===== src/rtl/hazard_stall_unit.sv =====
// Load-use / branch / data-memory-wait hazard controller for the 5-stage core.
// Optional performance counters are built when HAZARD_PERF_EN is defined.
module hazard_stall_unit #(
    parameter int unsigned MEM_TIMEOUT = 255
) (
    input  logic        clk,
    input  logic        rst_n,
    input  logic [4:0]  id_rs1,
    input  logic [4:0]  id_rs2,
    input  logic        id_uses_rs1,
    input  logic        id_uses_rs2,
    input  logic        id_ex_mem_read,
    input  logic [4:0]  id_ex_rd,
    input  logic        ex_branch_taken,
    input  logic        ex_mem_mem_access,
    input  logic        dmem_ready,
    output logic        pc_write,
    output logic        if_id_write,
    output logic        if_id_flush,
    output logic        id_ex_bubble,
    output logic        pipe_hold,
    output logic        mem_timeout,
    output logic [31:0] stall_cycles,
    output logic [31:0] flush_events,
    output logic [31:0] freeze_cycles
);
    localparam int unsigned TW = $clog2(MEM_TIMEOUT + 1);
    localparam logic [TW-1:0] TIMER_MAX = TW'(MEM_TIMEOUT);

    typedef enum logic [1:0] {S_RUN, S_MEM_WAIT, S_ERROR} state_t;

    state_t        r_state, w_state_nxt;
    logic [TW-1:0] r_timer, w_timer_nxt;
    logic          r_mem_timeout;
    logic          w_lu, w_fz, w_br_act, w_lu_act;
    logic          w_pc_write, w_if_id_write, w_if_id_flush, w_id_ex_bubble, w_pipe_hold;

    assign w_lu = id_ex_mem_read && (id_ex_rd != 5'd0) &&
                  ((id_uses_rs1 && (id_rs1 == id_ex_rd)) ||
                   (id_uses_rs2 && (id_rs2 == id_ex_rd)));

    always_comb begin
        w_fz        = 1'b0;
        w_state_nxt = r_state;
        w_timer_nxt = r_timer;
        case (r_state)
            S_RUN: begin
                w_fz        = ex_mem_mem_access && !dmem_ready;
                w_timer_nxt = '0;
                if (w_fz) begin
                    w_state_nxt = S_MEM_WAIT;
                    w_timer_nxt = TW'(1);
                end
            end
            S_MEM_WAIT: begin
                w_fz = !dmem_ready;
                if (dmem_ready) begin
                    w_state_nxt = S_RUN;
                    w_timer_nxt = '0;
                end else if (r_timer == TIMER_MAX) begin
                    w_state_nxt = S_ERROR;
                end else begin
                    w_timer_nxt = r_timer + TW'(1);
                end
            end
            S_ERROR: begin
                w_fz = 1'b1;
            end
            default: begin
                w_state_nxt = S_RUN;
                w_timer_nxt = '0;
            end
        endcase
    end

    // Priority: freeze, then branch squash, then load-use stall.
    assign w_br_act = !w_fz && ex_branch_taken;
    assign w_lu_act = !w_fz && !ex_branch_taken && w_lu;

    always_comb begin
        w_pc_write     = 1'b1;
        w_if_id_write  = 1'b1;
        w_if_id_flush  = 1'b0;
        w_id_ex_bubble = 1'b0;
        w_pipe_hold    = 1'b0;
        if (w_fz) begin
            w_pc_write    = 1'b0;
            w_if_id_write = 1'b0;
            w_pipe_hold   = 1'b1;
        end else if (w_br_act) begin
            w_if_id_flush  = 1'b1;
            w_id_ex_bubble = 1'b1;
        end else if (w_lu_act) begin
            w_pc_write     = 1'b0;
            w_if_id_write  = 1'b0;
            w_id_ex_bubble = 1'b1;
        end
    end

    // Reset forces the pipeline to free-run regardless of the hazard inputs.
    assign pc_write     = w_pc_write    || !rst_n;
    assign if_id_write  = w_if_id_write || !rst_n;
    assign if_id_flush  = w_if_id_flush  && rst_n;
    assign id_ex_bubble = w_id_ex_bubble && rst_n;
    assign pipe_hold    = w_pipe_hold    && rst_n;
    assign mem_timeout  = r_mem_timeout;

    always_ff @(posedge clk or negedge rst_n) begin
        if (!rst_n) begin
            r_state       <= S_RUN;
            r_timer       <= '0;
            r_mem_timeout <= 1'b0;
        end else begin
            r_state       <= w_state_nxt;
            r_timer       <= w_timer_nxt;
            r_mem_timeout <= r_mem_timeout || (w_state_nxt == S_ERROR);
        end
    end

`ifdef HAZARD_PERF_EN
    logic [31:0] r_stall_cycles, r_flush_events, r_freeze_cycles;

    always_ff @(posedge clk or negedge rst_n) begin
        if (!rst_n) begin
            r_stall_cycles  <= '0;
            r_flush_events  <= '0;
            r_freeze_cycles <= '0;
        end else begin
            if (w_lu_act && (r_stall_cycles != '1))
                r_stall_cycles <= r_stall_cycles + 32'd1;
            if (w_br_act && (r_flush_events != '1))
                r_flush_events <= r_flush_events + 32'd1;
            if (w_fz && (r_freeze_cycles != '1))
                r_freeze_cycles <= r_freeze_cycles + 32'd1;
        end
    end

    assign stall_cycles  = r_stall_cycles;
    assign flush_events  = r_flush_events;
    assign freeze_cycles = r_freeze_cycles;
`else
    assign stall_cycles  = '0;
    assign flush_events  = '0;
    assign freeze_cycles = '0;
`endif
endmodule


===== config.mk =====
export PLATFORM = sky130hd
export DESIGN_NAME = hazard_stall_unit
export DESIGN_NICKNAME = d
export VERILOG_FILES = /design/src/rtl/hazard_stall_unit.sv
export SDC_FILE = /design/constraint.sdc
export NUM_CORES = 1
export LEC_CHECK = 0
export CAP_MARGIN = 20
export CORE_MARGIN = 8
export CORE_UTILIZATION = 57
export DETAILED_ROUTE_END_ITERATION = 16
export DONT_BUFFER_PORTS = 1
export HOLD_SLACK_MARGIN = 0.1
export PLACE_DENSITY = 0.77
export SLEW_MARGIN = 15
export SYNTH_ARGS = -nofsm -noshare
export SYNTH_HDL_FRONTEND = slang
export SYNTH_SLANG_ARGS = --single-unit

===== constraint.sdc =====
create_clock -name clk -period 1.9 [get_ports clk]
set_clock_uncertainty 0.15 [all_clocks]
set_input_delay 0.475 -clock clk [delete_from_list [all_inputs] [get_ports clk]]
set_output_delay 0.475 -clock clk [all_outputs]
set_load 0.1 [all_outputs]

; Word-level counts from Yosys, hierarchy flattened
; Cells that the tools add are included.
[totals]
register_bits = 11
out_inout_bits = 102
input_bits = 23
[op_classes]
eq_ne = 7
n_bitwise = 1
addsub = 1
mux = 18
n_reduce_logical = 21
[ops]
columns = op, count
row1 = $pmux W8 S3, 1
row2 = $mux W8, 2
row3 = $logic_and A1 B1 Y1, 11
row4 = $eq A5 B5 Y1, 2
row5 = $mux W1, 10
row6 = $add A8 B1 Y8 const B, 1
row7 = $eq A8 B8 Y1 const B, 1
row8 = $mux W2, 3
row9 = $pmux W2 S3, 1
row10 = $reduce_bool A5 Y1, 1
row11 = $eq A2 B2 Y1 const B, 2
row12 = $logic_not A1 Y1, 4
row13 = $logic_or A1 B1 Y1, 3
row14 = $ne A3 B3 Y1 const B, 1
row15 = $pmux W1 S3, 1
row16 = $eq A2 B1 Y1 const B, 1
row17 = $logic_not A2 Y1, 1
row18 = $reduce_and A2 Y1, 1
row19 = $not A1 Y1, 1

; Depth between registers and ports, before layout
[logic_depth]
ltp_word = 10
depth_mapped = 6
depth_no_buf = 5

; Worst setup path after synthesis
; Ideal clock, no wire load.
[synth_timing]
path_type = input to output
startpoint = in dmem_ready
endpoint = out pc_write
stages = 5
path_buffers = 1
required_ns = 1.275
setup_slack_ns = -2.409
arrival_time_ns = 3.684
path_cell_list = nor2_1 > a21oi_1 > nor2b_1 > a21oi_1 > buf_4
[synth_via]
elab_chain_len = 10
elab_cells_between_ends = 11
[synth_rtl]
columns = item, line_no
row1 = from (decl), 16  ; input logic dmem_ready,
row2 = $logic_not A1 Y1 (*), "48, 56"
row3 = $logic_and A1 B1 Y1, 48  ; w_fz = ex_mem_mem_access && !dmem_ready;
row4 = $pmux W1 S3 (*), 46  ; case (r_state)
row5 = $logic_not A1 Y1, "77, 78"
row6 = $logic_and A1 B1 Y1 (2 in series), 78  ; assign w_lu_act = !w_fz && !ex_branch_taken && w_lu;
row7 = $mux W1 (2 in series), --
row8 = $mux W1 (*), --
row9 = $logic_or A1 B1 Y1 (*), --
row10 = to (decl), 17  ; output logic pc_write,
; Mark *: on every way between the ends. The rest lies on a longest branch, timed or not.

; Worst setup path after layout
[layout_timing]
startpoint = in id_ex_rd[1]
endpoint = out id_ex_bubble
[layout_via]
elab_chain_len = 9
elab_cells_between_ends = 13
[layout_rtl]
columns = item, line_no
row1 = from (decl), 13  ; input logic [4:0] id_ex_rd,
row2 = $eq A5 B5 Y1 (on tied branches), "39, 40"
row3 = $logic_and A1 B1 Y1 (on tied branches), "39, 40"
row4 = $logic_or A1 B1 Y1, 39  ; ((id_uses_rs1 && (id_rs1 == id_ex_rd)) ||
row5 = $logic_and A1 B1 Y1 (*), 38  ; assign w_lu = id_ex_mem_read && (id_ex_rd != 5'd0) &&
row6 = $logic_and A1 B1 Y1 (*), 78
row7 = $mux W1 (*), 93  ; end else if (w_lu_act) begin
row8 = $mux W1 (*), 90  ; end else if (w_br_act) begin
row9 = $mux W1 (*), 86  ; if (w_fz) begin
row10 = $logic_and A1 B1 Y1 (*), 104  ; assign id_ex_bubble = w_id_ex_bubble && rst_n;
row11 = to (decl), 20  ; output logic id_ex_bubble,
; Marked as above.

==> impl_metrics.tcl <==
set metrics [dict create \
    status "finished, violations left" \
    violations "setup timing" \
    holdPathStages 2 \
    met2_usage_pct 22.6 \
    startpoint_type "primary input" \
    avgSynthCellArea_um2 8.32 \
    rr_worst_depth 5 \
    ant_nets 0 \
    h-tree-depth 1 \
    grt-ovfl-total 0 \
    insertedDiodeCount 0 \
    path_class "primary input to output pin" \
    ios 125 \
    syn_area_um2 1480 \
    worstPathMaxFanout 3 \
    finalSetupViolations 5 \
    grt_setup_unrepaired "yes" \
    stdcell_count 225 \
    gr-usage-met3_pct 2.18 \
    crit_family "simple AND/OR/NAND/NOR gates" \
    reg2reg_slack_ns 0.16 \
    grt_first_pass_wirelength_um 4330 \
    ir_drop_mv 0.676 \
    finalHoldViolCount 0 \
    fin_crit_ns 2.26 \
    worstPathRequired_ns 1.27 \
    cp_slowest_stage_delay_ns 0.53 \
    initial_core_util_pct 59.7 \
    maxCapViolCount 0 \
    cts_root_buffer "clkbuf_4" \
    drive_gt1_share_pct 17.4 \
    core-area_um2 2480 \
    reg2reg_to "r_timer[2]" \
    grt_max_degree 12 \
    fillers 228 \
    drt-initial-drc-count 20 \
    final_common_cell "conb_1" \
    nNetsFinal 220 \
    yosysSeqAreaShare_pct 18.6 \
    grt_usage_pct 11.8 \
    wl_um 2900 \
    r2r-start "r_timer[1]" \
    crit_arrival_ns 1.64 \
    cts_buffers 3 \
    synth_top_area_cell "buf_4" \
    antenna_found_initial 0 \
    synth_area_leaders "buf_4, dfrtp_1, xnor2_1" \
    fmax_mhz 442 \
    powerDensity_nw_per_um2 927 \
    power_mw 1.30 \
    setup_ws_ns -0.360 \
    dpl_worst_slack_ns -0.384 \
    synth.ff_latch_count 11 \
    grt_busiest_layer "met2" \
    power.leakage_nw 0.735 \
    drtPass1Iterations 4 \
    num_rows 18 \
    drc 0 \
    die_w_um 67.0 \
    synth_top_area_share_pct 49.2 \
    cts_max_path_buffers 2 \
    ys_types 36 \
    insertion_delay_ns 0.27 \
    min_to "r_timer[0]" \
    path_cells "or4_4, nor2_4, and4b_1, a21o_4" \
    cts.reportedPaths.clkPinSlew_ns 0.06 \
    place_area_um2 1300 \
    dpl.hpwl_um 2540 \
    grt_pass1_vias 1002 \
    met1_usage_pct 12.1 \
    min-delay-start "ex_mem_mem_access" \
    via_per_inst 4.12 \
    vias 927 \
    cp-startpoint "id_ex_rd[1]" \
    min_period_over_period_pct 119 \
    final_cell_area_um2 1410 \
    relSlewSlack_pct 66.6 \
    slowest_stage "or4_4" \
    worst_pin_slew_ns 0.500 \
    slew_violations 0 \
    syn_to_final_growth_pct -4.99 \
    cts_tree "done" \
    cp-end-kind "output pin" \
    hp-class "primary input to flip-flop" \
    clock-sinks 11 \
    path_buf_inv 0 \
    final_cell_mix "conb_1, xnor2_1, dfrtp_1" \
    portBuffers 0 \
    dp_cells 218 \
    synth_cells 178 \
    dieHeight_um 67.0 \
    place.gp.congestion 0.789 \
    yosysWarnings 0 \
    wl_per_cell_um 12.9 \
    dieArea_um2 4480 \
]
[per-layer routing]
layer  part of all wire (%)  vias up
li1                       -      437
met1                     33      417
met2                     51       71
met3                     15        2
met4                   0.72        0
met5                      0        -
[what timing repair did]
item | in CTS | in global routing
hold buffers | 1 | 0
resized for setup | 13 | 0
hold endpoints to repair | 11 | 0
buffers inserted | 2 | 0
pin swaps | 6 | 3
gates cloned | 0 | 0
setup endpoints to repair | 5 | 5
[cell usage after synthesis (all sizes together)]
master   n
o21ai    2
o41ai    2
nor4bb   1
a21oi   10
or3      1
nor2     5
a32oi    1
or2      2
o22ai    1
dfrtp   11
nor3b    1
conb     1
buf     98
nand3    2
nor4b    1
a31o     2
ha       1
nor2b    2
and4     1
a32o     1
a41oi    2
a211o    1
nand4    2
and4b    1
xnor2   11
or4      1
inv      2
and3     1
a21o     1
o211a    1
a31oi    1
nand2    8
[report_power, final]
| part | switching [mW] | total [mW] | internal [mW] |
|---|---|---|---|
| sequential | 0 | 0.234 | 0.234 |
| clock | 0.0761 | 0.157 | 0.0813 |
| combinational | 0.874 | 0.912 | 0.0379 |
| total | 0.950 | 1.30 | 0.353 |
[how the worst max path moves through the flow]
stage                     depth (start not counted)            to
after floorplan                                   5      pc_write
after global placement                            4  id_ex_bubble
after detailed placement                          4  id_ex_bubble
after CTS                                         4  id_ex_bubble
after global routing                              4  id_ex_bubble
final                                             4  id_ex_bubble
[logic make-up after synthesis]
kind of cell / count (synthesis) / share of synthesized area, %
AOI/OAI and AO/OA: 25 / 12.0
xor gates and xnor gates: 11 / 6.51
adders and majority gates: 1 / 0.845
buffers and inverters: 100 / 50.5
DFF: 11 / 18.6
other: 1 / 0.253
and+or+nand+nor: 29 / 11.3
[state kept, by name, indices dropped and copies added, names as in the netlist]
register and flops:
r_state 2, mem_timeout 1, r_timer 8
[stage by stage]
step	hold WS, ns	setup TNS [ns]	utilization [%]
3_5_place_dp	0.0301	-1.26	52.5
5_1_grt	0.234	-1.52	56.8
4_1_cts	0.232	-1.40	56.8
2_1_floorplan	0.0294	-1.63	-
6_report	0.235	-1.31	56.8
3_3_place_gp	0.0300	-1.22	52.5
[layout make-up]
class	count	area, um^2	area share (%)
flip-flops and latches	11	275	19.6
inverters	2	7.51	0.534
repair buffers	16	168	11.9
well taps	30	37.5	2.67
multi-input cells	162	892	63.4
clock buffers	4	26.3	1.87
(Power assumes the default switching activity.)
